[src/rtl/req_encoder8_3_pkg.sv]
// Shared types and constants for the request encoder.
// Holds the FSM state enum and the request/code widths.
package req_encoder8_3_pkg;

    localparam int N_REQ  = 8;
    localparam int CODE_W = 3;

    typedef enum logic {
        IDLE    = 1'b0,
        PRESENT = 1'b1
    } state_t;

endpackage

[src/rtl/req_encoder8_3_prio_enc8_3.sv]
// Combinational 8-to-3 priority encoder.
// Highest set index wins; any flags a non-empty input.
module prio_enc8_3
    import req_encoder8_3_pkg::*;
(
    input  logic [N_REQ-1:0]  req,
    output logic [CODE_W-1:0] idx,
    output logic              any
);

    // Scan upward so the highest set bit is the last one written.
    always_comb begin
        idx = '0;
        any = |req;
        for (int i = 0; i < N_REQ; i++) begin
            if (req[i]) begin
                idx = CODE_W'(i);
            end
        end
    end

endmodule

[src/rtl/req_encoder8_3.sv]
// Request collector that presents one pending index at a time.
// Code/valid are held until ack; served counts accepted codes.
module req_encoder8_3
    import req_encoder8_3_pkg::*;
#(
    parameter int CNT_W = 8
) (
    input  logic               clk,
    input  logic               rst,
    input  logic [N_REQ-1:0]   req,
    input  logic               en,
    input  logic               ack,
    output logic [CODE_W-1:0]  code,
    output logic               valid,
    output logic [N_REQ-1:0]   pending,
    output logic               dropped,
    output logic [CNT_W-1:0]   served
);

    state_t              state;
    state_t              state_d;
    logic [CODE_W-1:0]   code_d;
    logic                valid_d;
    logic [N_REQ-1:0]    clr_mask;
    logic [N_REQ-1:0]    pending_d;
    logic                dropped_d;
    logic [CNT_W-1:0]    served_d;
    logic [CODE_W-1:0]   enc_idx;
    logic                enc_any;

    prio_enc8_3 u_prio (
        .req (pending),
        .idx (enc_idx),
        .any (enc_any)
    );

    // Clear only the presented bit, and only on an accepted code.
    always_comb begin
        clr_mask = '0;
        if (valid && ack) begin
            clr_mask[code] = 1'b1;
        end
    end

    // New requests win over a same-cycle clear; repeats mark a drop.
    always_comb begin
        pending_d = (pending & ~clr_mask) | req;
        dropped_d = dropped | (|(req & pending & ~clr_mask));
    end

    // Present from registered pending; hold until acknowledged.
    always_comb begin
        state_d  = state;
        code_d   = code;
        valid_d  = valid;
        served_d = served;
        unique case (state)
            IDLE: begin
                if (en && enc_any) begin
                    state_d = PRESENT;
                    code_d  = enc_idx;
                    valid_d = 1'b1;
                end
            end
            PRESENT: begin
                if (ack) begin
                    state_d  = IDLE;
                    valid_d  = 1'b0;
                    served_d = served + 1'b1;
                end
            end
            default: begin
                state_d = IDLE;
                valid_d = 1'b0;
            end
        endcase
    end

    // All state lives here; reset abandons any presented code.
    always_ff @(posedge clk or posedge rst) begin
        if (rst) begin
            state   <= IDLE;
            code    <= '0;
            valid   <= 1'b0;
            pending <= '0;
            dropped <= 1'b0;
            served  <= '0;
        end else begin
            state   <= state_d;
            code    <= code_d;
            valid   <= valid_d;
            pending <= pending_d;
            dropped <= dropped_d;
            served  <= served_d;
        end
    end

endmodule

[config.mk]
export PLATFORM = sky130hd
export DESIGN_NAME = req_encoder8_3
export DESIGN_NICKNAME = d
export VERILOG_FILES = /design/src/rtl/req_encoder8_3_pkg.sv /design/src/rtl/req_encoder8_3_prio_enc8_3.sv /design/src/rtl/req_encoder8_3.sv
export SDC_FILE = /design/constraint.sdc
export NUM_CORES = 1
export LEC_CHECK = 0
export ABC_AREA = 1
export ABC_CLOCK_PERIOD_IN_PS = 1200
export BUFFER_PORTS_ARGS = -buffer_cell sky130_fd_sc_hd__buf_4
export CAP_MARGIN = 20
export CORE_MARGIN = 2
export CORE_UTILIZATION = 48
export CTS_BUF_LIST = sky130_fd_sc_hd__clkbuf_8
export DETAILED_ROUTE_END_ITERATION = 7
export GPL_TIMING_DRIVEN = 1
export MAX_ROUTING_LAYER = met4
export PLACE_DENSITY = 0.78
export SLEW_MARGIN = 20
export SYNTH_ARGS = -nofsm -noshare
export SYNTH_HDL_FRONTEND = slang
export SYNTH_HIERARCHICAL = 1
export SYNTH_SLANG_ARGS = --single-unit
[constraint.sdc]
create_clock -name clk -period 1.2 [get_ports clk]
set_clock_uncertainty 0.15 [all_clocks]
set_input_delay 0.24 -clock clk [delete_from_list [all_inputs] [get_ports clk]]
set_output_delay 0.24 -clock clk [all_outputs]
set_load 0.01 [all_outputs]
Word-level counts from Yosys, hierarchy flattened
Index checks and enable logic that the tools add are counted.

Word-level logic and storage cells: 42. Flip-flop bits (word level): 22. Output and inout port bits: 21. Input port bits: 12.

$lt $le $gt $ge: 2. Muxes and demuxes: 16. Equality and inequality tests: 2. Reductions and logical operators: 8. Add/subtract/negate cells: 1. Bitwise operators: 7.

Operators by type and width (number): $and 8x8->8 (3); $reduce_or 8->1 (2); $mux 3 (4); $add 8x1->8 const B (1); $mux 8 (1); $not 8->8 (1); $or 8x8->8 (1); $mux 1 (6); $reduce_and 2->1 (3); $lt 3x4->1 const B (1); $mux 2 (2); $ne 2x2->1 const B (2); $pmux 1 s2 (2); $demux 1 s3 (1); $ge 3x1->1 const B (1); $logic_and 1x1->1 (3); $not 1->1 (1); $or 1x1->1 (1).

Depth between registers and ports, before layout
Gate-level depths: netlist (run 1).

Word-level depth: 9. Gate-level depth with buffers: 9. Mapped depth without buffers: 9.

By module
The synthesis (run 1) kept the hierarchy.

By module, submodules not included: req_encoder8_3 (area each 1061.0 um2, times used 1, cells an instance 125, sequential area each 550.5 um2); prio_enc8_3 (area each 77.6 um2, times used 1, cells an instance 20, sequential area each 0.0 um2).

Least setup slack after synthesis (run 1)
OpenSTA, ideal clock, no wires.

Path type: register -> register. From: register served[0]. To: register served[6]. Arrival: 1.080 ns. Library setup time: 0.117 ns. Period minus slack after synthesis: 1.347 ns. Stages on the path, launching flop included: 7. Buffers on the path: 0. Path slack: -0.147 ns. Data required time: 0.933 ns. Cells stage by stage: dfrtp_1 ha_1 nand2_1 nor3_2 nand3_1 nand2_1 nand2_1.

Longest elaborated chain between the ends: 1.

Ends and longest elaborated chain: from (decl) (line req_encoder8_3.sv:17) `output logic [CNT_W-1:0] served`; from (signal assigned) (line req_encoder8_3.sv:94) `served <= served_d;`; $add 8x1->8 (line req_encoder8_3.sv:69) `served_d = served + 1'b1;`.

Every way passes these cells. A chain may end at the register's enable or synchronous reset.

Worst setup path after layout (run 1)
From: register valid. To: register dropped.

Longest elaborated chain between the ends: 6.

Ends and longest elaborated chain: from (decl) (line req_encoder8_3.sv:14) `output logic valid,`; from (signal assigned) (line req_encoder8_3.sv:91) `valid <= valid_d;`; $logic_and 1x1->1 (line req_encoder8_3.sv:40) `if (valid && ack) begin`; $mux 8 (line req_encoder8_3.sv:40); $not 8->8 (line req_encoder8_3.sv:48) `dropped_d = dropped | (|(req & pending & ~clr_mask));`; $and 8x8->8 (line req_encoder8_3.sv:48); $reduce_or 8->1 (line req_encoder8_3.sv:48); $or 1x1->1 (line req_encoder8_3.sv:48); named net dropped_d (line req_encoder8_3.sv:26) `logic dropped_d;`; to (signal assigned) (line req_encoder8_3.sv:93) `dropped <= dropped_d;`; to (decl) (line req_encoder8_3.sv:16) `output logic dropped,`.

The timed path passes the listed nets, and every way through them passes these cells.

==> impl_metrics.ini, run 1 <==
[floorplanning]
initial_core_util_pct = 51.0
die_w_um = 52.7
rows = 17
coreArea_um2 = 2230
io_pins = 33
die_area_um2 = 2780
fp.dieH_um = 52.7

[drt]
drc = 0
wire_per_inst_um = 17.3
drtIter0Drc = 68
firstDrtPassIters = 6
dr_total_vias = 1373
route.met2.wl_um = 2200
wl_um = 4380
via_per_inst = 5.43
met3_length_um = 334
wl_met1_um = 1600
antenna_left = 0
top_layer = met4

[clock_tree]
cts_buffers = 3
clockBufferDepth = 2
path_clk_slew_ns = 0.08
cts_htree_levels = 1
cts_sinks = 22
insertion_delay_ns = 0.26
cts_tree = built
root_buffer = clkbuf_8

[grt]
antenna_found_initial = 0
grt_remaining_overflow = 0
grt_pass1_vias = 1237
grt.total_usage_pct = 28.8
grt_max_degree = 23
grt_pass1_wl_um = 5540

[cells_and_area]
layout-drive-gt1-share_pct = 49.8
nets = 240
num_antenna_cells = 0
fin_util_pct = 90.0
area_delta_synth_final_pct = 76.6
fillers = 92
fin_cells = 253

[yosys]
yosysUniqueCellTypes = 19
yosysSeqAreaShare_pct = 48.4
synth.cell_area_um2 = 1140
synth.most_common_cell = nand2_1
syn_avg_cell_area_um2 = 7.85
yosys_warnings = 6
synthCells = 145
synth_flop_cell = dfrtp_1
synth_top_area_cell = dfrtp_1
async_flop_share_pct = 100
synthTopCellsByArea = dfrtp_1 48%, nand2_1 16%, inv_1 8.9%, a21o_1 3.3%, nand3_1 3.1%
ys_ff_latch = 22
synth_top_area_share_pct = 48.4
synth_edf_count = 0
synthTopCellsByCount = 49 x nand2_1, 27 x inv_1, 22 x dfrtp_1
syn_nets = 158

[timing]
fmax_mhz = 681
tightest_slew_ns = 0.290
hold_viol = 0
maxSlewHeadroom_pct = 80.7
setup_viol = 33
rsz0062_at_grt = yes
finalCriticalPeriod_ns = 1.47
setup_tns_ns = -3.74
layout_setup_ws_ns = -0.269
finalMaxSlewViolations = 0
finalCritPeriodShare_pct = 122

[setup_path]
path_cells = buf_4 -> nand3_2 -> o21bai_1 -> nand2_1 -> nor2_2 -> nand3_1
critPathCaptureType = flop
reg2reg_to = dropped
path_class = reg -> reg
critical_path_peak_fanout = 6
required_ns = 1.18
cp.arrival_ns = 1.45
start_kind = flop
critical-path-max-stage-delay_ns = 0.41
timing.reg2reg.setup_slack_ns = -0.27
worst_path_max_delay_cell = dfrtp_1
path_delay_family = simple AND/OR/NAND/NOR gates
cp.buffers_inverters = 1
rr_worst_depth = 6
r2r-start = valid

[min_path]
holdPathStages = 2
hold_class = in -> reg
hold_start = req[0]
hold_path_end = pending[0]

[pwr]
pwr-share-clk_pct = 16.6
p_sw_mw = 0.948
power_frac_comb_pct = 46.2
sw_frac_of_total_pct = 34.9
p_int_mw = 1.77
peakVddDrop_v = 0.00128
seqPwrFrac_pct = 37.2
p_leak_nw = 1.06
power_density_nw_per_um2 = 1350

[placed_design]
gp_routability_congestion = 0.892
port_buffers = 32
hpwlAfterDp_um = 2110
pre_cts_slack_ns = -0.188
dp_cells = 224

[outcome]
status = finished, violations left
violations = negative setup slack

[job]
cap_viol_max_count = 0
[worst register-to-register path: stages, from the launching register on]
cell	delay, ns
dfrtp_1	0.41
buf_4	0.14
nand3_2	0.13
o21bai_1	0.20
nand2_1	0.12
nor2_2	0.10
nand3_1	0.09
[kinds of logic (layout without fill, tap and decap cells)]
| family | Yosys count | count (layout) | share of synthesized area, % |
|---|---|---|---|
| DFF | 22 | 22 | 48.4 |
| buffers and inverters | 28 | 108 | 9.23 |
| xor gates and xnor gates | 5 | 5 | 3.85 |
| AOI/OAI and AO/OA | 16 | 16 | 8.79 |
| and+or+nand+nor | 73 | 73 | 28.7 |
| adders and majority gates | 1 | 1 | 1.10 |
[area by class of cell]
class	count	area (µm²)	area share [%]
sequential	22	554	27.6
inverter	28	108	5.35
clock buffer	3	41.3	2.05
timing repair buffer	77	704	35.0
tap	28	35.0	1.74
multi-input combinational	95	568	28.3
[stage by stage]
stage	power [mW]	hold WS, ns	cell area [µm²]
3_3_place_gp	1.71	0.150	1570
5_1_grt	2.82	0.0265	2010
6_report	2.72	0.0248	2010
3_5_place_dp	1.75	0.150	1570
4_1_cts	2.49	0.0209	1860
2_1_floorplan	1.36	0.0791	1150
[per-layer routing]
layer	vias to the layer above	GRT usage, %
met4	0	12.0
met2	103	52.1
met3	26	2.29
met5	-	-
met1	642	32.7
li1	602	-
[how the worst max path moves through the flow]
stage | from | end | slack [ns] | depth (start not counted)
2_1_floorplan | served[0] | served[6] | -0.08 | 6
3_3_place_gp | pending[2] | code[1] | -0.12 | 7
3_5_place_dp | pending[2] | code[1] | -0.19 | 7
4_1_cts | code[1] | code[1] | -0.14 | 2
5_1_grt | code[0] | dropped | -0.38 | 7
6_report | valid | dropped | -0.27 | 6
[sequential cells by signal, indices dropped and copies added, names as in the netlist]
name	flops
served	8
valid	1
code	3
pending	8
dropped	1
state	1
[layout by cell type (no fill, tap or decap)]
cell type,n
buf_4,43
nand2_1,40
buf_6,33
inv_1,23
dfrtp_1,19
nand2_2,8
nor2_2,5
a21o_1,5
inv_2,4
nand3_1,4
nor2_1,4
xnor2_1,3
a21oi_1,3
o21ai_1,3
o21bai_1,3
clkbuf_8,3
dfrtp_2,3
nand2_4,2
nand3_4,2
nor2_4,2
nand4_1,2
nand3_2,2
xor2_1,2
inv_4,1
nor3_4,1
a21oi_2,1
o21ai_0,1
ha_2,1
dlygate4sd3_1,1
nor3_2,1
[timing repair]
| item | 4_1_cts | 5_1_grt |
|---|---|---|
| endpoints found under the setup margin | 28 | 36 |
| gates cloned | 0 | 0 |
| buffers inserted | 16 | 11 |
| hold endpoints to repair | 22 | 0 |
| hold buffers | 1 | 0 |
| pin swaps | 5 | 9 |
| resized for setup | 35 | 29 |
[power groups by stage]
stage | combinational (mW) | sequential (mW) | clock (mW)
after floorplan | 0.282 | 1.08 | 0
after global placement | 0.713 | 1.00 | 0
after detailed placement | 0.735 | 1.01 | 0
after CTS | 1.04 | 0.987 | 0.456
after global routing | 1.33 | 1.02 | 0.474
final | 1.26 | 1.01 | 0.451
No activity file was read; power rests on OpenSTA's default activity.
==> inputs of run 2 (changes only) <==
- SETUP_SLACK_MARGIN: default -> 0.5
==> run 2 against run 1 <==
Effect of this change: fmax is 12% lower; largest cell class unchanged; non-clock buffer count increased by 3; highest routed layer unchanged; the run ends with negative hold slack, negative setup slack left; hold slack got worse by 0.19 ns; sequential share of layout area is 1.9 points lower; sequential cell count stayed put; core utilization up 7.6 points; first-iteration DRC count is 32% higher; setup slack lost 0.21 ns; critical endpoint unchanged; design area rose by 8.5%; register-to-register slack lost 0.21 ns.
==> impl_metrics.ini, run 2 (synthesis gave the netlist of run 1 again) <==
[clock_tree]
path_clk_slew_ns = 0.10
cts_htree_levels = 1
root_buffer = clkbuf_8
cts_tree = built
cts_buffers = 3
cts_sinks = 22
insertion_delay_ns = 0.28
clockBufferDepth = 2

[timing]
tightest_slew_ns = 0.507
setup_viol = 39
holdWs_ns = -0.162
hold_viol = 22
finalMaxSlewViolations = 0
layout_setup_ws_ns = -0.475
maxSlewHeadroom_pct = 66.1
finalCritPeriodShare_pct = 140
setup_tns_ns = -6.43
finalCriticalPeriod_ns = 1.68
fmax_mhz = 597
rsz0062_at_grt = yes

[grt]
grt.total_usage_pct = 36.9
grt_remaining_overflow = 0
grt_pass1_vias = 1452
grt_pass1_wl_um = 6900
antenna_found_initial = 0
grt_max_degree = 23

[setup_path]
rr_worst_depth = 7
critical-path-max-stage-delay_ns = 0.45
path_delay_family = simple AND/OR/NAND/NOR gates
path_cells = nand2_2 -> nor2_1 -> nand2_1 -> nand2_1 -> nand2_1 -> nor2_1 -> nand3_1
timing.reg2reg.setup_slack_ns = -0.48
critPathCaptureType = flop
worst_path_max_delay_cell = dfrtp_1
critical_path_peak_fanout = 3
required_ns = 1.21
reg2reg_to = dropped
cp.buffers_inverters = 0
r2r-start = valid
path_class = reg -> reg
cp.arrival_ns = 1.69
start_kind = flop
crit_path_frequent_cell = nand2_1

[pwr]
sw_frac_of_total_pct = 37.8
pwr-share-clk_pct = 18.7
seqPwrFrac_pct = 33.3
peakVddDrop_v = 0.00159
p_sw_mw = 1.21
power_density_nw_per_um2 = 1470
power_frac_comb_pct = 48.0
p_int_mw = 1.99
p_leak_nw = 1.11
power_mw = 3.21

[drt]
drc = 0
wl_um = 6220
firstDrtPassIters = 7
dr_total_vias = 1526
drtIter0Drc = 90
wire_per_inst_um = 24.2
via_per_inst = 5.94
antenna_left = 0

[job]
cap_viol_max_count = 0

[placed_design]
gp_routability_congestion = 0.846
hpwlAfterDp_um = 2020
port_buffers = 32
placed_cell_area_um2 = 1610

[floorplanning]
initial_core_util_pct = 51.0
coreArea_um2 = 2230
rows = 17
io_pins = 33
die_w_um = 52.7
fp.dieH_um = 52.7
die_area_um2 = 2780

[cells_and_area]
fin_util_pct = 97.6
num_antenna_cells = 0
final_cell_mix = 42 x buf_6, 38 x buf_4, 32 x nand2_1
fin_area_um2 = 2180
nets = 243
fillers = 31
area_delta_synth_final_pct = 91.5
top_regs = pending x8, served x8, code x3
layout-drive-gt1-share_pct = 59.4
layout_commonest_cell = buf_6

[min_path]
hold_class = in -> async

[outcome]
violations = negative hold slack, negative setup slack
status = finished, violations left
==> run 2: area by class of cell <==
cell class	instances	area, µm²	area share, %
clock buffer	4	55.1	2.52
inverter	28	109	4.99
multi-input combinational	95	664	30.5
sequential	22	559	25.6
tap	28	35.0	1.61
timing repair buffer	80	758	34.8
==> run 2: worst max path at each step <==
stage | from | to | slack (ns) | cells after the start
6_report | valid | dropped | -0.48 | 7
5_1_grt | code[0] | dropped | -0.59 | 7
4_1_cts | code[2] | code[2] | -0.13 | 2
3_5_place_dp | pending[3] | code[2] | -0.12 | 7
3_3_place_gp | valid | dropped | -0.04 | 7
2_1_floorplan | pending[3] | code[0] | -0.06 | 7
==> run 2: timing repair <==
action                                 4_1_cts  5_1_grt
setup buffers                               19        8
setup endpoints to repair                   43       43
resized for setup                           58       28
pin swaps                                   20       12
endpoints found under the hold margin       22       22
==> run 2: through the flow <==
stage / setup WS [ns] / cells
3_5_place_dp: -0.124 / 226
4_1_cts: -0.130 / 249
2_1_floorplan: -0.0629 / 145
3_3_place_gp: -0.0430 / 226
5_1_grt: -0.587 / 257
6_report: -0.475 / 257
==> run 2: power groups by stage <==
stage | Sequential [mW] | Clock (mW) | Combinational, mW
finish | 1.07 | 0.601 | 1.54
global route | 1.08 | 0.605 | 1.60
CTS | 1.03 | 0.534 | 1.24
detailed placement | 1.03 | 0 | 0.761
global placement | 1.02 | 0 | 0.738
floorplan | 1.10 | 0 | 0.301
==> run 2: routing by layer <==
layer	track usage, %	part of all wire, %	vias to the layer above
met5	-	0	-
met4	17.5	8.5	0
met3	7.71	14	56
met2	62.5	45	154
met1	41.3	33	703
li1	-	-	613
==> run 2: worst register-to-register path: stages (launching register included) <==
cell and delay, ns:
dfrtp_1 0.45, nand2_2 0.12, nor2_1 0.15, nand2_1 0.10
nand2_1 0.14, nand2_1 0.16, nor2_1 0.20, nand3_1 0.10
